$ cat config.mk
export PLATFORM = sky130hd
export DESIGN_NAME = any1_ialign_buf
export DESIGN_NICKNAME = d
export VERILOG_FILES = /design/src/rtl/any1_ialign_buf.sv
export SDC_FILE = /design/constraint.sdc
export NUM_CORES = 2
export LEC_CHECK = 0
export BUFFER_PORTS_ARGS = -buffer_cell sky130_fd_sc_hd__buf_2
export CAP_MARGIN = 20
export CORE_ASPECT_RATIO = 0.8
export CORE_MARGIN = 3
export CORE_UTILIZATION = 45
export CTS_BUF_LIST = sky130_fd_sc_hd__clkbuf_16
export DETAILED_ROUTE_END_ITERATION = 8
export PLACE_DENSITY_LB_ADDON = 0.25
export SLEW_MARGIN = 10
export SYNTH_ARGS = -nofsm -noshare
export SYNTH_HDL_FRONTEND = slang
export SYNTH_SLANG_ARGS = --single-unit
export TNS_END_PERCENT = 1
$ cat constraint.sdc
create_clock -name clk_i -period 14.8 [get_ports clk_i]
set_input_delay 0.74 -clock clk_i [delete_from_list [all_inputs] [get_ports clk_i]]
set_output_delay 0.74 -clock clk_i [all_outputs]
set_load 0.03 [all_outputs]
$ cat src/rtl/any1_ialign_buf.sv
// Two-line instruction fetch/align buffer between the I-cache and decode.
// Optional same-cycle line-to-instruction bypass: define ANY1_IALIGN_BYPASS_EN.
module any1_ialign_buf #(
  parameter int LINE_BYTES = 64,
  parameter int IBYTES     = 5,
  parameter int AW         = 32
) (
  input  logic                    rst_ni,
  input  logic                    clk_i,
  input  logic                    flush_i,
  input  logic [AW-1:0]           flush_ip_i,
  input  logic                    line_v_i,
  output logic                    line_rdy_o,
  input  logic [AW-1:0]           line_adr_i,
  input  logic [LINE_BYTES*8-1:0] line_i,
  input  logic                    line_pt_i,
  output logic                    ir_v_o,
  input  logic                    ir_rdy_i,
  output logic [IBYTES*8-1:0]     ir_o,
  output logic [AW-1:0]           ip_o,
  output logic                    pt_o
);

  localparam int OB = $clog2(LINE_BYTES);
  localparam int LW = AW - OB;
  localparam int DW = LINE_BYTES * 8;
  localparam int IW = IBYTES * 8;

  typedef enum logic [1:0] {EMPTY, ONE, TWO} state_e;

  state_e          state_q, state_d;
  logic [AW-1:0]   ip_q, ip_d;
  logic [DW-1:0]   cur_data_q, cur_data_d, nxt_data_q, nxt_data_d;
  logic [LW-1:0]   cur_line_q, cur_line_d, nxt_line_q, nxt_line_d;
  logic            cur_pt_q, cur_pt_d, nxt_pt_q, nxt_pt_d;

  logic [OB-1:0]   off;
  logic [LW-1:0]   ip_line, in_line;
  logic            fits, buf_v, byp_hit, consume, accept;
  logic [IW-1:0]   buf_ir;
  logic            unused_adr_bits;

  assign off             = ip_q[OB-1:0];
  assign ip_line         = ip_q[AW-1:OB];
  assign in_line         = line_adr_i[AW-1:OB];
  assign unused_adr_bits = ^line_adr_i[OB-1:0];

  // An instruction that fits in one line needs only cur; a straddler needs nxt as well.
  assign fits   = off <= OB'(LINE_BYTES - IBYTES);
  assign buf_v  = fits ? (state_q != EMPTY && cur_line_q == ip_line) : (state_q == TWO);
  assign buf_ir = IW'({nxt_data_q, cur_data_q} >> {off, 3'b000});

`ifdef ANY1_IALIGN_BYPASS_EN
  assign byp_hit = state_q == EMPTY && line_v_i && in_line == ip_line && fits;
  assign ir_o    = byp_hit ? IW'(line_i >> {off, 3'b000}) : buf_ir;
  assign pt_o    = byp_hit ? line_pt_i : cur_pt_q;
`else
  assign byp_hit = 1'b0;
  assign ir_o    = buf_ir;
  assign pt_o    = cur_pt_q;
`endif

  assign ir_v_o     = rst_ni && (buf_v || byp_hit);
  assign ip_o       = ip_q;
  assign line_rdy_o = rst_ni && (state_q != TWO);
  assign consume    = ir_v_o && ir_rdy_i;
  assign accept     = line_v_i && line_rdy_o;

  always_comb begin
    // NOTE: every signal driven here gets a default first so no latch is inferred.
    state_d    = state_q;
    ip_d       = ip_q;
    cur_data_d = cur_data_q;
    cur_line_d = cur_line_q;
    cur_pt_d   = cur_pt_q;
    nxt_data_d = nxt_data_q;
    nxt_line_d = nxt_line_q;
    nxt_pt_d   = nxt_pt_q;

    if (flush_i) begin
      ip_d    = flush_ip_i;
      state_d = EMPTY;
    end else begin
      if (consume) begin
        if (byp_hit) begin
          cur_data_d = line_i;
          cur_line_d = in_line;
          cur_pt_d   = line_pt_i;
          state_d    = ONE;
        end
        ip_d = ip_q + AW'(IBYTES);
        // Leaving cur: promote nxt if held, otherwise the window drains.
        if (ip_d[AW-1:OB] != cur_line_d) begin
          if (state_d == TWO) begin
            cur_data_d = nxt_data_q;
            cur_line_d = nxt_line_q;
            cur_pt_d   = nxt_pt_q;
            state_d    = ONE;
          end else begin
            state_d = EMPTY;
          end
        end
      end

      // Incoming line is matched against the expected address after any shift.
      if (accept && !(consume && byp_hit)) begin
        case (state_d)
          EMPTY: begin
            if (in_line == ip_d[AW-1:OB]) begin
              cur_data_d = line_i;
              cur_line_d = in_line;
              cur_pt_d   = line_pt_i;
              state_d    = ONE;
            end
          end
          ONE: begin
            if (in_line == cur_line_d + LW'(1)) begin
              nxt_data_d = line_i;
              nxt_line_d = in_line;
              nxt_pt_d   = line_pt_i;
              state_d    = TWO;
            end
          end
          default: ;
        endcase
      end
    end
  end

  // NOTE: state registers use non-blocking assignments so all flops update together.
  always_ff @(posedge clk_i) begin
    if (!rst_ni) begin
      state_q    <= EMPTY;
      ip_q       <= '0;
      // NOTE: line data is reset too, so ir_o reads as zero out of reset.
      cur_data_q <= '0;
      cur_line_q <= '0;
      cur_pt_q   <= 1'b0;
      nxt_data_q <= '0;
      nxt_line_q <= '0;
      nxt_pt_q   <= 1'b0;
    end else begin
      state_q    <= state_d;
      ip_q       <= ip_d;
      cur_data_q <= cur_data_d;
      cur_line_q <= cur_line_d;
      cur_pt_q   <= cur_pt_d;
      nxt_data_q <= nxt_data_d;
      nxt_line_q <= nxt_line_d;
      nxt_pt_q   <= nxt_pt_d;
    end
  end

endmodule

==> flow_summary_export.csv <==
group,metric,value,unit
clocking,cts_buffer_depth,3,
floorplan,die_h,336,um
synthesis,syn-num-nets,7863,
critical_path,crit_fanout,174,
worst_hold_path,hold_depth,3,
critical_path,rr_startpoint,"ip_o[2]$_SDFFE_PN0P_",
clocking,path_clk_slew,0.06,ns
placed_design,dp.cells,8917,
critical_path,worst-r2r-setup-slack,5.16,ns
route,vias,62200,
timing,post-route-period-util,0.652,
timing,max_freq,0.104,GHz
clocking,cts.repair.resized,0,
critical_path,startpoint_type,"flop",
clocking,cts_tree,"built",
final_layout,fillerInstances,12700,
synthesis,ys_warn_count,0,
timing,relSlewSlack,0.132,
clocking,postCtsSetupBuffers,0,
global_route,grt_use_total,0.356,
timing,skew,0.0337,ns
synthesis,synth_edf_count,0,
synthesis,netlist_area,61100,um2
final_layout,syn_to_final_growth,10.5,%
route,drc,0,
critical_path,worst-setup-path-type,"flop to flop",
power,p_leak,0.0238,uW
route,vias_per_cell,6.80,
power,vdd_ir_drop_max,0.0883,mV
clocking,cts_sinks,1112,
route,ant_nets,0,
clocking,clock_latency,0.77,ns
route,wl_per_cell,28.8,um
timing,worst_pin_slew,1.30,ns
final_layout,nNetsFinal,7848,
critical_path,crit_path_end_kind,"flop",
synthesis,ys_ff_latch,1112,
clocking,ctsHoldBuffers,0,
floorplan,rows,120,
synthesis,synthFlopType,"dfxtp_1",
timing,setup_tns,0,ns
worst_hold_path,worst_hold_path_type,"primary input to flop",
status,status,"completed",
synthesis,synth_cell_types,69,
timing,setup_viol,0,
global_route,grt_pass1_vias,55600,
floorplan,dieArea,140000,um2
power,p_per_area,96.0,nW/um2
floorplan,die_width,418,um
clocking,cts_made_buffers,114,
flow_run,drv_cap,0,
worst_hold_path,worstHoldStart,"flush_ip_i[26]",
timing,hold_viol,0,
critical_path,worst_ep_arrival_time,10.29,ns
placed_design,io_buffers,650,
critical_path,reg2reg_to,"nxt_data_q[239]$_SDFFE_PN0P_",
synthesis,syn_area_per_cell,8.40,um2
floorplan,ios,657,
placed_design,finalWeightedCongestion,0.971,
timing,fin_crit,9.64,ns
route,drt_iter0_markers,10200,
clocking,clock-root-buffer,"clkbuf_16",
floorplan,core_region_area,134000,um2
final_layout,fin_cells,9151,
synthesis,async_flop_share,0,
synthesis,yosysSeqAreaShare,0.364,
route,first_pass_iters,6,
global_route,grt_pass1_wl,380000,um
global_route,gr-total-overflow,0,
clocking,htree_levels,3,
timing,rsz0062_at_grt,"false",
critical_path,crit_required,15.45,ns
global_route,grt_antenna_before_repair,67,
final_layout,drive_above_1_share,0.172,
global_route,grt_max_degree,239,
critical_path,ff2ff_path_depth,22,
worst_hold_path,hold_end,"ip_o[26]$_SDFF_PN0_",
synthesis,synthCells,7279,
floorplan,start_util,0.455,
timing,finalMaxSlewViolations,0,
route,wirelength,264000,um
placed_design,dpl.hpwl,181000,um
-- cell families (layout without fill, tap and decap cells) --
logic type	Yosys count	after routing	synth area share
and+or+nand+nor	1330	1330	0.103
AOI/OAI and AO/OA	3127	3127	0.278
xor gates and xnor gates	141	141	0.0203
adders and majority gates	2	2	0.000409
DFF	1112	1112	0.364
buffers and inverters	875	942	0.0588
other	0	36	0
muxes	692	692	0.175
-- per-layer routing --
metal | vias to the layer above | track usage | wire (um)
met2 | 3755 | 0.510 | 113000
li1 | 27400 | - | -
met3 | 521 | 0.0802 | 28800
met1 | 30500 | 0.508 | 109000
met5 | - | 0 | 126
met4 | 20 | 0.159 | 12900
-- where the power goes --
group / total [uW] / switching, uW / internal (uW)
clock network: 2840 / 1270 / 1560
logic: 630 / 419 / 211
registers: 3020 / 22.8 / 3000
total: 6490 / 1710 / 4770
-- worst max-delay path, cell delays in order, from the launching register on --
cell and delay (ns):
dfxtp_4 0.81, buf_12 0.55, a21oi_1 0.23, nor4_4 0.67, nand4_1 0.21, xor2_1 0.20, nor4_1 0.35, nand4_1 0.33
o21ai_4 0.26, buf_12 0.65, mux2i_1 0.30, inv_1 0.11, ha_1 0.35, nand3_1 0.13, or4_1 0.51, a21oi_1 0.29
nand4bb_1 0.19, a2111oi_2 0.58, and4_4 0.82, buf_12 0.53, buf_12 0.54, nand3_1 0.16, a21oi_1 0.19
-- synthesized netlist by cell type (4+ instances only) --
library cell	n	area, um2
a21oi_1	1200	6010
o21ai_0	1140	5710
dfxtp_1	1112	22300
clkbuf_1	598	2240
nand3_1	582	2910
o22ai_1	536	3350
nand2_1	362	1360
mux2i_1	317	3170
mux4_2	295	6640
nor2_1	169	634
buf_2	133	666
a211oi_1	98	736
buf_1	93	349
xnor2_1	84	736
mux2_2	77	867
a31oi_1	58	363
nor2b_1	57	357
xor2_1	56	490
a311oi_1	41	359
nand4_1	36	225
nor3_1	35	175
and3_1	24	150
inv_1	24	90.1
o211ai_1	22	165
buf_6	15	169
nor4_1	14	87.6
nand2b_1	10	62.6
and4_1	8	70.1
and2_1	7	43.8
buf_4	7	52.6
o21a_1	5	37.5
or3_1	5	31.3
nand4_2	4	50.1
-- flip-flops by register name (all words and copies together), names as in the netlist --
register    cells
cur_data_q    512
ip_o           32
nxt_data_q    512
nxt_line_q     26
pt_o            1
state_q         2
cur_line_q     26
nxt_pt_q        1
-- worst max-delay path by stage --
| stage | startpoint | to | slack [ns] | cells after the start |
|---|---|---|---|---|
| after floorplan | ip_o[0]$_SDFFE_PN0P_ | nxt_data_q[505]$_SDFFE_PN0P_ | 9.03 | 29 |
| after global placement | ip_o[2]$_SDFFE_PN0P_ | nxt_data_q[206]$_SDFFE_PN0P_ | 5.47 | 24 |
| after detailed placement | ip_o[2]$_SDFFE_PN0P_ | nxt_data_q[240]$_SDFFE_PN0P_ | 5.41 | 24 |
| after CTS | ip_o[2]$_SDFFE_PN0P_ | nxt_data_q[287]$_SDFFE_PN0P_ | 5.38 | 24 |
| after global routing | ip_o[2]$_SDFFE_PN0P_ | nxt_data_q[238]$_SDFFE_PN0P_ | 4.70 | 24 |
| final | ip_o[2]$_SDFFE_PN0P_ | nxt_data_q[239]$_SDFFE_PN0P_ | 5.16 | 22 |
-- per-stage QoR --
step,power (uW),cell area (um2),setup slack (ns),hold slack [ns],util
4_1_cts,6490,67500,5.38,0.196,0.502
3_3_place_gp,3700,63900,5.47,0.456,0.476
6_report,6490,67500,5.16,0.228,0.503
3_5_place_dp,3700,63900,5.41,0.464,0.476
5_1_grt,6650,67500,4.70,0.225,0.502
2_1_floorplan,3440,61100,9.03,0.450,-
-- area by class of cell --
cell class              instances  area [um2]  area share
inverters                      26         120     0.00178
clock inverters                80         561     0.00830
clock buffers                 118        2950      0.0437
multi-input cells            5292       35300       0.523
repair buffers                718        3990      0.0590
diodes                         36        90.1     0.00133
well taps                    1769        2210      0.0328
flip-flops and latches       1112       22300       0.330
-- layout by cell type, fill, tap and decap left out, types with 4 or more instances in the layout --
master and n:
a211oi_1 98, a21oi_1 1199, a311oi_1 41, a31oi_1 58, and2_1 7, and3_1 24
and4_1 6, buf_12 17, buf_2 649, buf_4 51, bufinv_16 8, clkbuf_16 118
clkinv_1 23, clkinv_2 13, dfxtp_1 1106, dfxtp_4 4, diode_2 36, inv_1 52
mux2_2 77, mux2i_1 317, mux4_2 295, nand2_1 362, nand2b_1 10, nand3_1 581
nand4_1 36, nor2_1 169, nor2b_1 57, nor3_1 35, nor4_1 14, o211ai_1 22
o21a_1 5, o21ai_0 1140, o22ai_1 536, or3_1 5, xnor2_1 84, xor2_1 56
Note: power is estimated with default switching activity, not from simulation.
